[src/rtl/hazard_pkg.sv]
// Shared types and constants for the execute-stage hazard controller.
// Scoreboard saturation limit, redirect flush lengths and the count update helper.
package hazard_pkg;

    typedef enum logic [0:0] {
        StIdle  = 1'b0,
        StFlush = 1'b1
    } state_e;

    localparam int unsigned NUM_REGS = 32;

    localparam logic [1:0] FLUSH_LEN_BR   = 2'd2;
    localparam logic [1:0] FLUSH_LEN_JALR = 2'd2;
    localparam logic [1:0] FLUSH_LEN_J    = 2'd1;
    localparam logic [1:0] SB_CNT_MAX     = 2'd3;

    // Net change of one pending count: +inc, -dec, clamped to [0, SB_CNT_MAX].
    function automatic logic [1:0] sb_next(logic [1:0] cnt, logic inc, logic [1:0] dec);
        logic [2:0] sum;
        logic [2:0] res;
        sum = {1'b0, cnt} + {2'b00, inc};
        if (sum <= {1'b0, dec}) begin
            res = 3'd0;
        end else begin
            res = sum - {1'b0, dec};
        end
        if (res > {1'b0, SB_CNT_MAX}) begin
            res = {1'b0, SB_CNT_MAX};
        end
        return res[1:0];
    endfunction

endpackage

[src/rtl/exec_hazard_ctrl_if.sv]
// Decode/redirect/writeback bundle between the pipeline and exec_hazard_ctrl.
// Optional perf counter outputs appear when EXEC_HAZARD_PERF_CNT_EN is defined.
interface exec_hazard_ctrl_if;

    logic       instr_valid;
    logic [5:0] reg_rd_id;
    logic [4:0] rs1_id;
    logic [4:0] rs2_id;
    logic       resolve;
    logic       select_target_pc;
    logic       squash_after_J;
    logic       squash_after_JALR;
    logic       wb_valid;
    logic [4:0] wb_rd_id;
    logic       kill_valid;
    logic [4:0] kill_rd_id;
    logic       issue;
    logic       stall;
    logic       flush;
`ifdef EXEC_HAZARD_PERF_CNT_EN
    logic [31:0] stall_cnt;
    logic [31:0] flush_cnt;
`endif

    modport master (
        output instr_valid, reg_rd_id, rs1_id, rs2_id,
        output resolve, select_target_pc, squash_after_J, squash_after_JALR,
        output wb_valid, wb_rd_id, kill_valid, kill_rd_id,
        input  issue, stall, flush
`ifdef EXEC_HAZARD_PERF_CNT_EN
        , input stall_cnt, flush_cnt
`endif
    );

    modport slave (
        input  instr_valid, reg_rd_id, rs1_id, rs2_id,
        input  resolve, select_target_pc, squash_after_J, squash_after_JALR,
        input  wb_valid, wb_rd_id, kill_valid, kill_rd_id,
        output issue, stall, flush
`ifdef EXEC_HAZARD_PERF_CNT_EN
        , output stall_cnt, flush_cnt
`endif
    );

endinterface

[src/rtl/hazard_scoreboard.sv]
// Per-register pending-write counters (x1..x31) with issue increment,
// writeback/kill decrement and three read ports for hazard lookup.
module hazard_scoreboard
    import hazard_pkg::*;
(
    input  logic       clk,
    input  logic       rst,
    input  logic       inc_en,
    input  logic [4:0] inc_idx,
    input  logic       wb_valid,
    input  logic [4:0] wb_idx,
    input  logic       kill_valid,
    input  logic [4:0] kill_idx,
    input  logic [4:0] rs1_idx,
    input  logic [4:0] rs2_idx,
    input  logic [4:0] rd_idx,
    output logic [1:0] rs1_cnt,
    output logic [1:0] rs2_cnt,
    output logic [1:0] rd_cnt
);

    logic [1:0] cnt_q [NUM_REGS];
    logic [1:0] cnt_d [NUM_REGS];

    always_comb begin
        for (int r = 0; r < NUM_REGS; r++) begin
            cnt_d[r] = cnt_q[r];
        end
        // x0 is hardwired: never pending regardless of traffic naming it.
        cnt_d[0] = 2'd0;
        for (int r = 1; r < NUM_REGS; r++) begin
            cnt_d[r] = sb_next(cnt_q[r],
                               inc_en && (inc_idx == 5'(r)),
                               {1'b0, wb_valid && (wb_idx == 5'(r))} +
                               {1'b0, kill_valid && (kill_idx == 5'(r))});
        end
    end

    always_ff @(posedge clk) begin
        if (rst) begin
            for (int r = 0; r < NUM_REGS; r++) begin
                cnt_q[r] <= 2'd0;
            end
        end else begin
            for (int r = 0; r < NUM_REGS; r++) begin
                cnt_q[r] <= cnt_d[r];
            end
        end
    end

    assign rs1_cnt = cnt_q[rs1_idx];
    assign rs2_cnt = cnt_q[rs2_idx];
    assign rd_cnt  = cnt_q[rd_idx];

endmodule

[src/rtl/exec_hazard_ctrl.sv]
// Issue/stall/flush control for the execute stage: scoreboard hazards plus redirect flush FSM.
// Define EXEC_HAZARD_PERF_CNT_EN to add 32-bit stall/flush cycle counters.
module exec_hazard_ctrl
    import hazard_pkg::*;
(
    input logic               clk,
    input logic               rst,
    exec_hazard_ctrl_if.slave bus
);

    state_e     state_q, state_d;
    logic [1:0] flush_left_q, flush_left_d;

    logic       issue, stall, flush;
    logic       rd_we;
    logic [4:0] rd_idx;
    logic [1:0] rs1_cnt, rs2_cnt, rd_cnt;
    logic       src_hazard, rd_full;
    logic [1:0] ev_len;
    logic       inc_en;

    assign rd_we  = bus.reg_rd_id[5];
    assign rd_idx = bus.reg_rd_id[4:0];

    hazard_scoreboard u_scoreboard (
        .clk        (clk),
        .rst        (rst),
        .inc_en     (inc_en),
        .inc_idx    (rd_idx),
        .wb_valid   (bus.wb_valid),
        .wb_idx     (bus.wb_rd_id),
        .kill_valid (bus.kill_valid),
        .kill_idx   (bus.kill_rd_id),
        .rs1_idx    (bus.rs1_id),
        .rs2_idx    (bus.rs2_id),
        .rd_idx     (rd_idx),
        .rs1_cnt    (rs1_cnt),
        .rs2_cnt    (rs2_cnt),
        .rd_cnt     (rd_cnt)
    );

    assign src_hazard = ((bus.rs1_id != 5'd0) && (rs1_cnt != 2'd0)) ||
                        ((bus.rs2_id != 5'd0) && (rs2_cnt != 2'd0));
    assign rd_full    = rd_we && (rd_cnt == SB_CNT_MAX);
    assign inc_en     = issue && rd_we && (rd_idx != 5'd0);

    // Redirect priority: taken branch > JALR > J; zero means no redirect.
    always_comb begin
        ev_len = 2'd0;
        if (bus.resolve && bus.select_target_pc) begin
            ev_len = FLUSH_LEN_BR;
        end else if (bus.squash_after_JALR) begin
            ev_len = FLUSH_LEN_JALR;
        end else if (bus.squash_after_J) begin
            ev_len = FLUSH_LEN_J;
        end
    end

    always_comb begin
        state_d      = state_q;
        flush_left_d = flush_left_q;
        issue        = 1'b0;
        stall        = 1'b0;
        flush        = 1'b0;
        unique case (state_q)
            StIdle: begin
                stall = bus.instr_valid && (src_hazard || rd_full);
                issue = bus.instr_valid && !stall;
                if (ev_len != 2'd0) begin
                    state_d      = StFlush;
                    flush_left_d = ev_len;
                end
            end
            StFlush: begin
                flush = 1'b1;
                if (ev_len != 2'd0) begin
                    flush_left_d = ev_len;
                end else begin
                    flush_left_d = flush_left_q - 2'd1;
                    if (flush_left_q <= 2'd1) begin
                        state_d      = StIdle;
                        flush_left_d = 2'd0;
                    end
                end
            end
            default: begin
                state_d      = StIdle;
                flush_left_d = 2'd0;
            end
        endcase
    end

    always_ff @(posedge clk) begin
        if (rst) begin
            state_q      <= StIdle;
            flush_left_q <= 2'd0;
        end else begin
            state_q      <= state_d;
            flush_left_q <= flush_left_d;
        end
    end

    assign bus.issue = issue;
    assign bus.stall = stall;
    assign bus.flush = flush;

`ifdef EXEC_HAZARD_PERF_CNT_EN
    logic [31:0] stall_cnt_q, stall_cnt_d;
    logic [31:0] flush_cnt_q, flush_cnt_d;

    always_comb begin
        stall_cnt_d = stall_cnt_q + {31'd0, stall};
        flush_cnt_d = flush_cnt_q + {31'd0, flush};
    end

    always_ff @(posedge clk) begin
        if (rst) begin
            stall_cnt_q <= 32'd0;
            flush_cnt_q <= 32'd0;
        end else begin
            stall_cnt_q <= stall_cnt_d;
            flush_cnt_q <= flush_cnt_d;
        end
    end

    assign bus.stall_cnt = stall_cnt_q;
    assign bus.flush_cnt = flush_cnt_q;
`else
    // Perf counters not built.
`endif

endmodule

[src/flat_wrapper.sv]
// flat-port wrapper written by rule: the top's interface ports become plain ports
module exec_hazard_ctrl_flat import hazard_pkg::*;
  (clk, rst, bus_instr_valid, bus_reg_rd_id, bus_rs1_id, bus_rs2_id, bus_resolve, bus_select_target_pc, bus_squash_after_J, bus_squash_after_JALR, bus_wb_valid, bus_wb_rd_id, bus_kill_valid, bus_kill_rd_id, bus_issue, bus_stall, bus_flush);
  exec_hazard_ctrl_if bus_i ();
  input logic clk;
  input logic rst;
  input wire logic [$bits(bus_i.instr_valid)-1:0] bus_instr_valid;
  input wire logic [$bits(bus_i.reg_rd_id)-1:0] bus_reg_rd_id;
  input wire logic [$bits(bus_i.rs1_id)-1:0] bus_rs1_id;
  input wire logic [$bits(bus_i.rs2_id)-1:0] bus_rs2_id;
  input wire logic [$bits(bus_i.resolve)-1:0] bus_resolve;
  input wire logic [$bits(bus_i.select_target_pc)-1:0] bus_select_target_pc;
  input wire logic [$bits(bus_i.squash_after_J)-1:0] bus_squash_after_J;
  input wire logic [$bits(bus_i.squash_after_JALR)-1:0] bus_squash_after_JALR;
  input wire logic [$bits(bus_i.wb_valid)-1:0] bus_wb_valid;
  input wire logic [$bits(bus_i.wb_rd_id)-1:0] bus_wb_rd_id;
  input wire logic [$bits(bus_i.kill_valid)-1:0] bus_kill_valid;
  input wire logic [$bits(bus_i.kill_rd_id)-1:0] bus_kill_rd_id;
  output wire logic [$bits(bus_i.issue)-1:0] bus_issue;
  output wire logic [$bits(bus_i.stall)-1:0] bus_stall;
  output wire logic [$bits(bus_i.flush)-1:0] bus_flush;
  assign bus_i.instr_valid = bus_instr_valid;
  assign bus_i.reg_rd_id = bus_reg_rd_id;
  assign bus_i.rs1_id = bus_rs1_id;
  assign bus_i.rs2_id = bus_rs2_id;
  assign bus_i.resolve = bus_resolve;
  assign bus_i.select_target_pc = bus_select_target_pc;
  assign bus_i.squash_after_J = bus_squash_after_J;
  assign bus_i.squash_after_JALR = bus_squash_after_JALR;
  assign bus_i.wb_valid = bus_wb_valid;
  assign bus_i.wb_rd_id = bus_wb_rd_id;
  assign bus_i.kill_valid = bus_kill_valid;
  assign bus_i.kill_rd_id = bus_kill_rd_id;
  assign bus_issue = bus_i.issue;
  assign bus_stall = bus_i.stall;
  assign bus_flush = bus_i.flush;
  exec_hazard_ctrl u_core (.clk(clk), .rst(rst), .bus(bus_i));
endmodule
[config.mk]
export PLATFORM = sky130hd
export DESIGN_NAME = exec_hazard_ctrl_flat
export DESIGN_NICKNAME = d
export VERILOG_FILES = /design/src/rtl/hazard_pkg.sv /design/src/rtl/exec_hazard_ctrl_if.sv /design/src/rtl/hazard_scoreboard.sv /design/src/rtl/exec_hazard_ctrl.sv /design/src/flat_wrapper.sv
export SDC_FILE = /design/constraint.sdc
export NUM_CORES = 1
export LEC_CHECK = 0
export BUFFER_PORTS_ARGS = -buffer_cell sky130_fd_sc_hd__buf_4
export CORE_MARGIN = 3
export CORE_UTILIZATION = 35
export CTS_CLUSTER_DIAMETER = 40
export DETAILED_ROUTE_END_ITERATION = 8
export GPL_TIMING_DRIVEN = 0
export MAX_ROUTING_LAYER = met4
export PLACE_DENSITY = 0.55
export SETUP_SLACK_MARGIN = 0.05
export SLEW_MARGIN = 20
export SYNTH_ARGS = -nofsm -noshare
export SYNTH_HDL_FRONTEND = slang
export SYNTH_HIERARCHICAL = 1
export SYNTH_SLANG_ARGS = --single-unit
export TNS_END_PERCENT = 100
[constraint.sdc]
create_clock -name clk -period 5.6 [get_ports clk]
set_input_delay 0.28 -clock clk [delete_from_list [all_inputs] [get_ports clk]]
set_output_delay 0.28 -clock clk [all_outputs]
set_load 0.01 [all_outputs]
==> impl_results.md, run 1 <==
* CTS tree: yes
* Port Buffers at 37
* Setup_tns at 0 ns
* Hold path cells at 2
* Status: completed
* Maxcap violations at 0
* First-pass GRT wire length at 37000 µm
* Wire length per cell at between 15 and 20 µm
* Area Growth Syn to Fin at 11.47%
* Slew HR at between 40% and 50%
* Mapped Area at approximately 8300 µm²
* DR iter-0 viols at 592
* Seq/Total Area, Yosys at roughly 16%
* Mapped Avg Cell Area at a little under 9 µm²
* Tot GR Track Use at between 10% and 20%
* Die ar. at 25690 µm²
* CP Capture Type: flip-flop
* Clock share of power at a little under half
* Share of cells above drive strength 1 at between 10% and 20%
* First-pass detailed-route iteration total at 5
* Cell internal pwr at 0.0008846 W
* # diodes at 0
* Root Driver: clkbuf_16
* Power Dens Cells at 131.6 nW/µm²
* Placed cells at approximately 1300
* VDD IR max at 0.1085 mV
* F_max at roughly 190 MHz
* Switching Share at between 20% and 30%
* Dpl cell area at ~9000 µm²
* Synth cell types at 42
* CP Data Arrival Time at 5.44 ns
* Initial antenna violation count at 0
* Final WL at roughly 23000 µm
* Fin crit share at 92.17%
* Yosys warnings at 6
* Mapped Cells at slightly above 900
* Syn Nets at 1153
* Setup CP Type: input port to flip-flop
* RSZ-0062 raised after global routing: no
* Starting density of the core at 36.24%
* Grt ovf at 0
* Vias at approximately 6700
* CP Launch Type: input port
* Fin Clk Skew at around 0.009 ns
* Clock Tree Buf Depth at 2
* # IOs at 38
* CP Max Fanout at 10
* Final hold viol count at 0
* Final core utilization at about two fifths
* # DRC at 0
* Hold Crit Class: input port to flip-flop
* Core box area at approximately 23000 µm²
* Final Max Slew Viols at 0
* Die width at around 160 µm
* Clk_lat worst skew at 0.35 ns
* Fin nets at 1201
* CTS clk-pin slew, worst paths at ~0.060 ns
* Largest net degree at the start of global routing at 11
* Final setup vio count at 0
* Design area at slightly above 9000 µm²
* Layout Cells excl Fill at 1296
* Comb power frac at 14.4%
* Hold_buf cts at 0
* Std cell rows at 55
* ANT nets after route at 0
* FILL cells at 2331
* Number of global-route vias before repair at slightly below 7000
* CTS Buf Count at 9
* H-tree depth at 3
* P_leak at 3.982 nW
* Register bit total from synthesis at 65
* # clock sinks at 65
* Tmin final at around 5.2 ns
* DP HPWL at between 15000 and 20000 µm
* GPL Wtd Cong at 0.8893
* Drt via density at slightly above 5
* Die Ht at approximately 160 µm
* Reg power frac at about two fifths
* FF-to-FF path depth at 16
* Worst-margin pin slew at between 0.8 and 0.9 ns
* CP Data Required Time at 5.88 ns
* Psw at 0.0003374 W
==> cell usage after synthesis, drive strengths merged <==
| cell type | n | area [µm²] |
|---|---|---|
| inv | 190 | 713.2 |
| nor2 | 129 | 484.2 |
| ha | 124 | 1551 |
| dfxtp | 65 | 1301 |
| fa | 62 | 1241 |
| a21oi | 56 | 280.3 |
| nand2 | 55 | 206.5 |
| mux4 | 42 | 953.4 |
| a221o | 24 | 240.2 |
| xor2 | 24 | 210.2 |
| clkbuf | 19 | 71.32 |
| nand3 | 18 | 90.09 |
| mux2i | 14 | 140.1 |
| o21a | 14 | 105.1 |
| nor2b | 12 | 75.07 |
| buf | 10 | 61.30 |
| nand2b | 9 | 56.30 |
| nand3b | 9 | 67.56 |
| mux2 | 8 | 90.09 |
| a221oi | 7 | 61.31 |
| xnor2 | 7 | 61.31 |
| a31o | 4 | 35.03 |
| a41oi | 4 | 35.03 |
| nand4 | 3 | 18.77 |
| o22ai | 3 | 18.77 |
| or2 | 3 | 18.77 |
| a211o | 2 | 17.52 |
| a22o | 2 | 17.52 |
| a22oi | 2 | 15.01 |
| o221ai | 2 | 17.52 |
| or4 | 2 | 15.01 |
| nor3 | 1 | 5.000 |
| nor4 | 1 | 12.51 |
| o211a | 1 | 10.01 |
| o21ai | 1 | 5.000 |
| o21ba | 1 | 10.01 |
| o22a | 1 | 8.760 |
| o32ai | 1 | 8.760 |
==> kinds of logic (layout without fill, tap and decap cells) <==
logic type | after synthesis | after routing | synth area share (%)
buffers and inverters | 219 | 270 | 10.15
XOR/XNOR | 31 | 31 | 3.259
AO/OA/AOI/OAI | 125 | 125 | 10.63
AND/OR/NAND/NOR | 242 | 242 | 12.60
multiplexers | 64 | 64 | 14.21
flip-flops | 65 | 65 | 15.62
adder cells (fa/ha/maj) | 186 | 186 | 33.52
==> registers in the layout (all words and copies together) (netlist names) <==
signal	cells
u_core/state_q	1
u_core/u_scoreboard/cnt_q	62
u_core/flush_left_q	2
==> final timing paths <==
kind	endpoint	startpoint	slack (ns)
worst max-delay path	u_core/u_scoreboard/cnt_q[15][1]	bus_rs1_id[1]	0.44
worst min-delay path	u_core/flush_left_q[1]	rst	0.17
worst max register to register	u_core/u_scoreboard/cnt_q[15][1]	u_core/u_scoreboard/cnt_q[29][1]	0.74
worst min register to register	u_core/flush_left_q[1]	u_core/flush_left_q[1]	0.51
==> what timing repair did <==
action,4_1_cts,5_1_grt
buffers inserted,0,0
resized for setup,0,1
endpoints found under the setup margin,0,5
==> placed cells by master (no fill, tap or decap), drive strengths merged, types with 18 or more instances in the layout <==
master,count
a21oi,56
a221o,24
buf,46
clkbuf,31
dfxtp,65
fa,62
ha,124
inv,190
mux4,42
nand2,55
nand3,18
nor2,129
xor2,24
==> power groups by stage <==
stage	registers (W)	clock network [W]	logic (W)
6_report	0.000467	0.000579	0.000176
5_1_grt	0.000467	0.000611	0.000193
4_1_cts	0.000467	0.000599	0.000176
3_5_place_dp	0.000477	0	0.000176
3_3_place_gp	0.000477	0	0.000175
2_1_floorplan	0.000477	0	0.000102
==> critical path, cell delays in order <==
cell and delay (ns):
buf_4 0.10, clkbuf_1 0.45, clkbuf_2 0.38, mux4_2 0.35
mux4_2 0.52, mux2_2 0.29, o22ai_1 0.15, nand3_1 0.15
nor4_2 0.52, nor2b_1 0.31, nand3_1 0.37, nor2_1 0.21
ha_1 0.19, inv_1 0.07, fa_1 0.46, nor2_1 0.17
nand2_1 0.07, a221o_1 0.31, a21oi_1 0.11
==> per-layer routing <==
metal	part of all wire, %	GRT usage [%]	up-vias
li1	-	-	3234
met2	47	30.63	207
met4	2.6	5.917	0
met5	0	-	-
met3	6.6	4.099	43
met1	44	24.31	3209
==> through the flow <==
step                      setup WS, ns  hold WS (ns)  power [W]
after global routing            0.2137        0.1761   0.001272
after CTS                       0.3551        0.1586   0.001242
after detailed placement     -0.002724        0.5020  0.0006531
final                           0.4386        0.1659   0.001222
after global placement        -0.05618        0.4983  0.0006525
after floorplan                  1.084        0.3491  0.0005788
==> cell type report <==
type	instances	area [µm²]	area share (%)
Clock inverter	3	42.54	0.4581
Timing Repair Buffer	37	277.8	2.991
Buffer	29	133.9	1.442
Clock buffer	11	242.7	2.614
Sequential cell	65	1301	14.01
Tap cell	313	391.6	4.217
Multi-Input combinational cell	648	6183	66.59
Inverter	190	713.2	7.680
(Power assumes the default switching activity.)
==> run 2, diff against run 1 <==
Settings changed: CORE_ASPECT_RATIO set to 0.8, CTS_CLUSTER_DIAMETER 40 to 200, SETUP_SLACK_MARGIN 0.05 to not set.
==> run 2 against run 1 <==
Routed wire length is 1.3% higher. Register-to-register slack got worse by 0.24 ns. Setup slack got worse by 0.12 ns. Sequential power hardly changed. Die area barely moved. Largest cell class unchanged.
==> impl_results.md, run 2 (synthesis results as in run 1) <==
* Hold Path End: u_core/state_q
* # clock sinks at 65 (unchanged)
* Largest reg by FF count: u_core/u_scoreboard/cnt_q
* CP Data Required Time at 5.88 ns (about the same)
* Max reg flops at 62 (unchanged)
* Dpl cell area at 8991 µm² (about the same)
* Die width at 178.5 µm (+11%)
* Top Registers: u_core/u_scoreboard/cnt_q x62, u_core/flush_left_q x2, u_core/state_q x1
* # DRC at 0 (unchanged)
* Final hold slack at 0.1699 ns (+0.004058 ns)
* DR iter-0 viols at 492 (-17%)
* Comb power frac at 14.4% (about the same)
* Clock share of power at 47.9% (+0.6 points)
* Number of global-route vias before repair at 6588 (-3.9%)
* # diodes at 0 (unchanged)
* DP HPWL at 19130 µm (+0.81%)
* Reg power frac at 37.7% (-0.5 points)
* Tmin final at 5.279 ns (+0.1173 ns)
* FF-to-FF path depth at 16 (unchanged)
* Root Driver: clkbuf_16
* Placed cells at 1275 (-0.55%)
* H-tree depth at 3 (unchanged)
* Initial antenna violation count at 0 (unchanged)
* Hold path cells at 2 (unchanged)
* Worst-margin pin slew at 0.8578 ns (-0.003906 ns)
* Flop2flop setup slack at 0.50 ns (-0.24 ns)
* Wire length on met1 at 11550 µm (+13%)
* Tot GR Track Use at 19.63% (+0.50 points)
* Final hold viol count at 0 (unchanged)
* First-pass detailed-route iteration total at 5 (unchanged)
* Clk_lat worst skew at 0.35 ns (about the same)
* Status: completed
* RSZ-0062 raised after global routing: no
* Layout Cells excl Fill at 1290 (-0.46%)
* Fin crit share at 94.26% (+2.1 points)
* Switching Share at 27.52% (-0.097 points)
* Fin nets at 1201 (unchanged)
* F_max at 189.4 MHz (-2.2%)
* CTS clk-pin slew, worst paths at 0.06 ns (about the same)
* Area Growth Syn to Fin at 11.50% (about the same)
* CP Launch Type: input port
* FILL cells at 2324 (-0.30%)
* DR WL met2 at 9671 µm (-11%)
* Drt via density at 5.180 (+0.30%)
* R2r endpoint: u_core/u_scoreboard/cnt_q[3][0]
* Maxcap violations at 0 (unchanged)
* Reg2Reg Launch Point: u_core/u_scoreboard/cnt_q[24][1]
* # IOs at 38 (unchanged)
* Vias at 6682 (-0.16%)
* Most frequent cells in the layout: 190 x inv_1, 129 x nor2_1, 124 x ha_1
* Starting density of the core at 36.33% (+0.087 points)
* Final setup vio count at 0 (unchanged)
* Largest net degree at the start of global routing at 11 (unchanged)
* VDD IR max at 0.1291 mV (+19%)
* Wire length per cell at 18.22 µm (+1.8%)
* Most common cell after layout, fill and taps aside: inv_1
* CP Data Arrival Time at 5.56 ns (+0.12 ns)
* Final core utilization at 40.51% (+0.11 points)
* Grt ovf at 0 (unchanged)
* Hold Crit Class: input port to flip-flop
* Setup CP Type: input port to flip-flop
* WL met3 at 2006 µm (+32%)
* Final WL at 23500 µm (+1.3%)
* CTS Buf Count at 9 (unchanged)
* Design area at 9289 µm² (about the same)
* Fin Clk Skew at 0.006807 ns (-0.002433 ns)
* CP Max Fanout at 10 (unchanged)
* Psw at 0.0003412 W (+1.1%)
* CTS tree: yes
* Die ar. at 25700 µm² (about the same)
* Worst Hold Launch: rst
* Die Ht at 144.0 µm (-10%)
* Cell internal pwr at 0.0008987 W (+1.6%)
* CP Capture Type: flip-flop
* DR top layer: met4
* First-pass GRT wire length at 36960 µm (-0.11%)
* Std cell rows at 49 (-11%)
* Port Buffers at 37 (unchanged)
* Core box area at 22930 µm² (-0.24%)
* Final Max Slew Viols at 0 (unchanged)
* ANT nets after route at 0 (unchanged)
* P_leak at 3.993 nW (+0.28%)
* Share of cells above drive strength 1 at 11.59% (+0.090 points)
* Slew HR at 42.81% (+0.26 points)
* GPL Wtd Cong at 0.9774 (+9.9%)
* Post-CTS Setup Repair Bufs at 0 (unchanged)
* Clock Tree Buf Depth at 2 (unchanged)
* Power Dens Cells at 133.5 nW/µm² (+1.4%)
run 2: layer usage:
| metal | GRT usage, % | up-vias |
|---|---|---|
| met3 | 5.486 | 22 |
| met4 | 4.262 | 0 |
| li1 | - | 3229 |
| met2 | 27.45 | 228 |
| met1 | 28.18 | 3203 |
| met5 | - | - |
run 2: worst max-delay path, cell delays in order:
cell and delay, ns:
buf_4 0.09, clkbuf_1 0.35, clkbuf_2 0.36, mux4_1 0.37, mux4_2 0.50, mux2_2 0.29, o22ai_1 0.16, nand3_1 0.24
nor4_2 0.68, nor2b_1 0.32, nand3_1 0.31, nor2_1 0.23, ha_1 0.20, inv_1 0.06, fa_1 0.44, nor2_1 0.15
nand2_1 0.07, a221o_1 0.31, a21oi_1 0.12
run 2: worst max-delay path by stage:
stage,start,endpoint,slack [ns],depth (start not counted)
floorplan,bus_rs1_id[1],u_core/u_scoreboard/cnt_q[15][0],1.08,18
global placement,bus_rs1_id[1],u_core/u_scoreboard/cnt_q[14][0],-0.15,19
detailed placement,bus_rs1_id[1],u_core/u_scoreboard/cnt_q[3][0],-0.15,19
CTS,bus_rs1_id[1],u_core/u_scoreboard/cnt_q[14][1],0.18,19
global route,bus_rs1_id[1],u_core/u_scoreboard/cnt_q[14][0],0.009,19
finish,bus_rs1_id[1],u_core/u_scoreboard/cnt_q[3][0],0.32,19
run 2: area by class of cell:
cell class,instances,area (µm²),share of cell area [%]
Clock buffer,12,256.5,2.761
Sequential cell,65,1301,14.01
Inverter,190,713.2,7.678
Buffer,29,133.9,1.441
Tap cell,306,382.9,4.122
Clock inverter,3,40.04,0.4310
Multi-Input combinational cell,648,6183,66.57
Timing Repair Buffer,37,277.8,2.990
run 2: power groups by stage:
| stage | clock network (W) | registers, W | logic [W] |
|---|---|---|---|
| final | 0.000594 | 0.000467 | 0.000179 |
| after global routing | 0.000621 | 0.000467 | 0.000194 |
| after CTS | 0.000606 | 0.000467 | 0.000177 |
| after detailed placement | 0 | 0.000477 | 0.000176 |
| after global placement | 0 | 0.000477 | 0.000175 |
| after floorplan | 0 | 0.000477 | 0.000102 |
run 2: what timing repair did:
item / 4_1_cts / 5_1_grt
setup endpoints to repair: 0 / 22
hold buffers: 0 / 0
gates resized for setup: 0 / 1
run 2: per-stage QoR:
| stage | power, W | setup TNS [ns] | setup slack [ns] |
|---|---|---|---|
| 2_1_floorplan | 0.0005788 | 0 | 1.084 |
| 3_3_place_gp | 0.0006526 | -1.361 | -0.1539 |
| 3_5_place_dp | 0.0006536 | -1.946 | -0.1529 |
| 4_1_cts | 0.001250 | 0 | 0.1836 |
| 5_1_grt | 0.001283 | 0 | 0.008769 |
| 6_report | 0.001240 | 0 | 0.3213 |
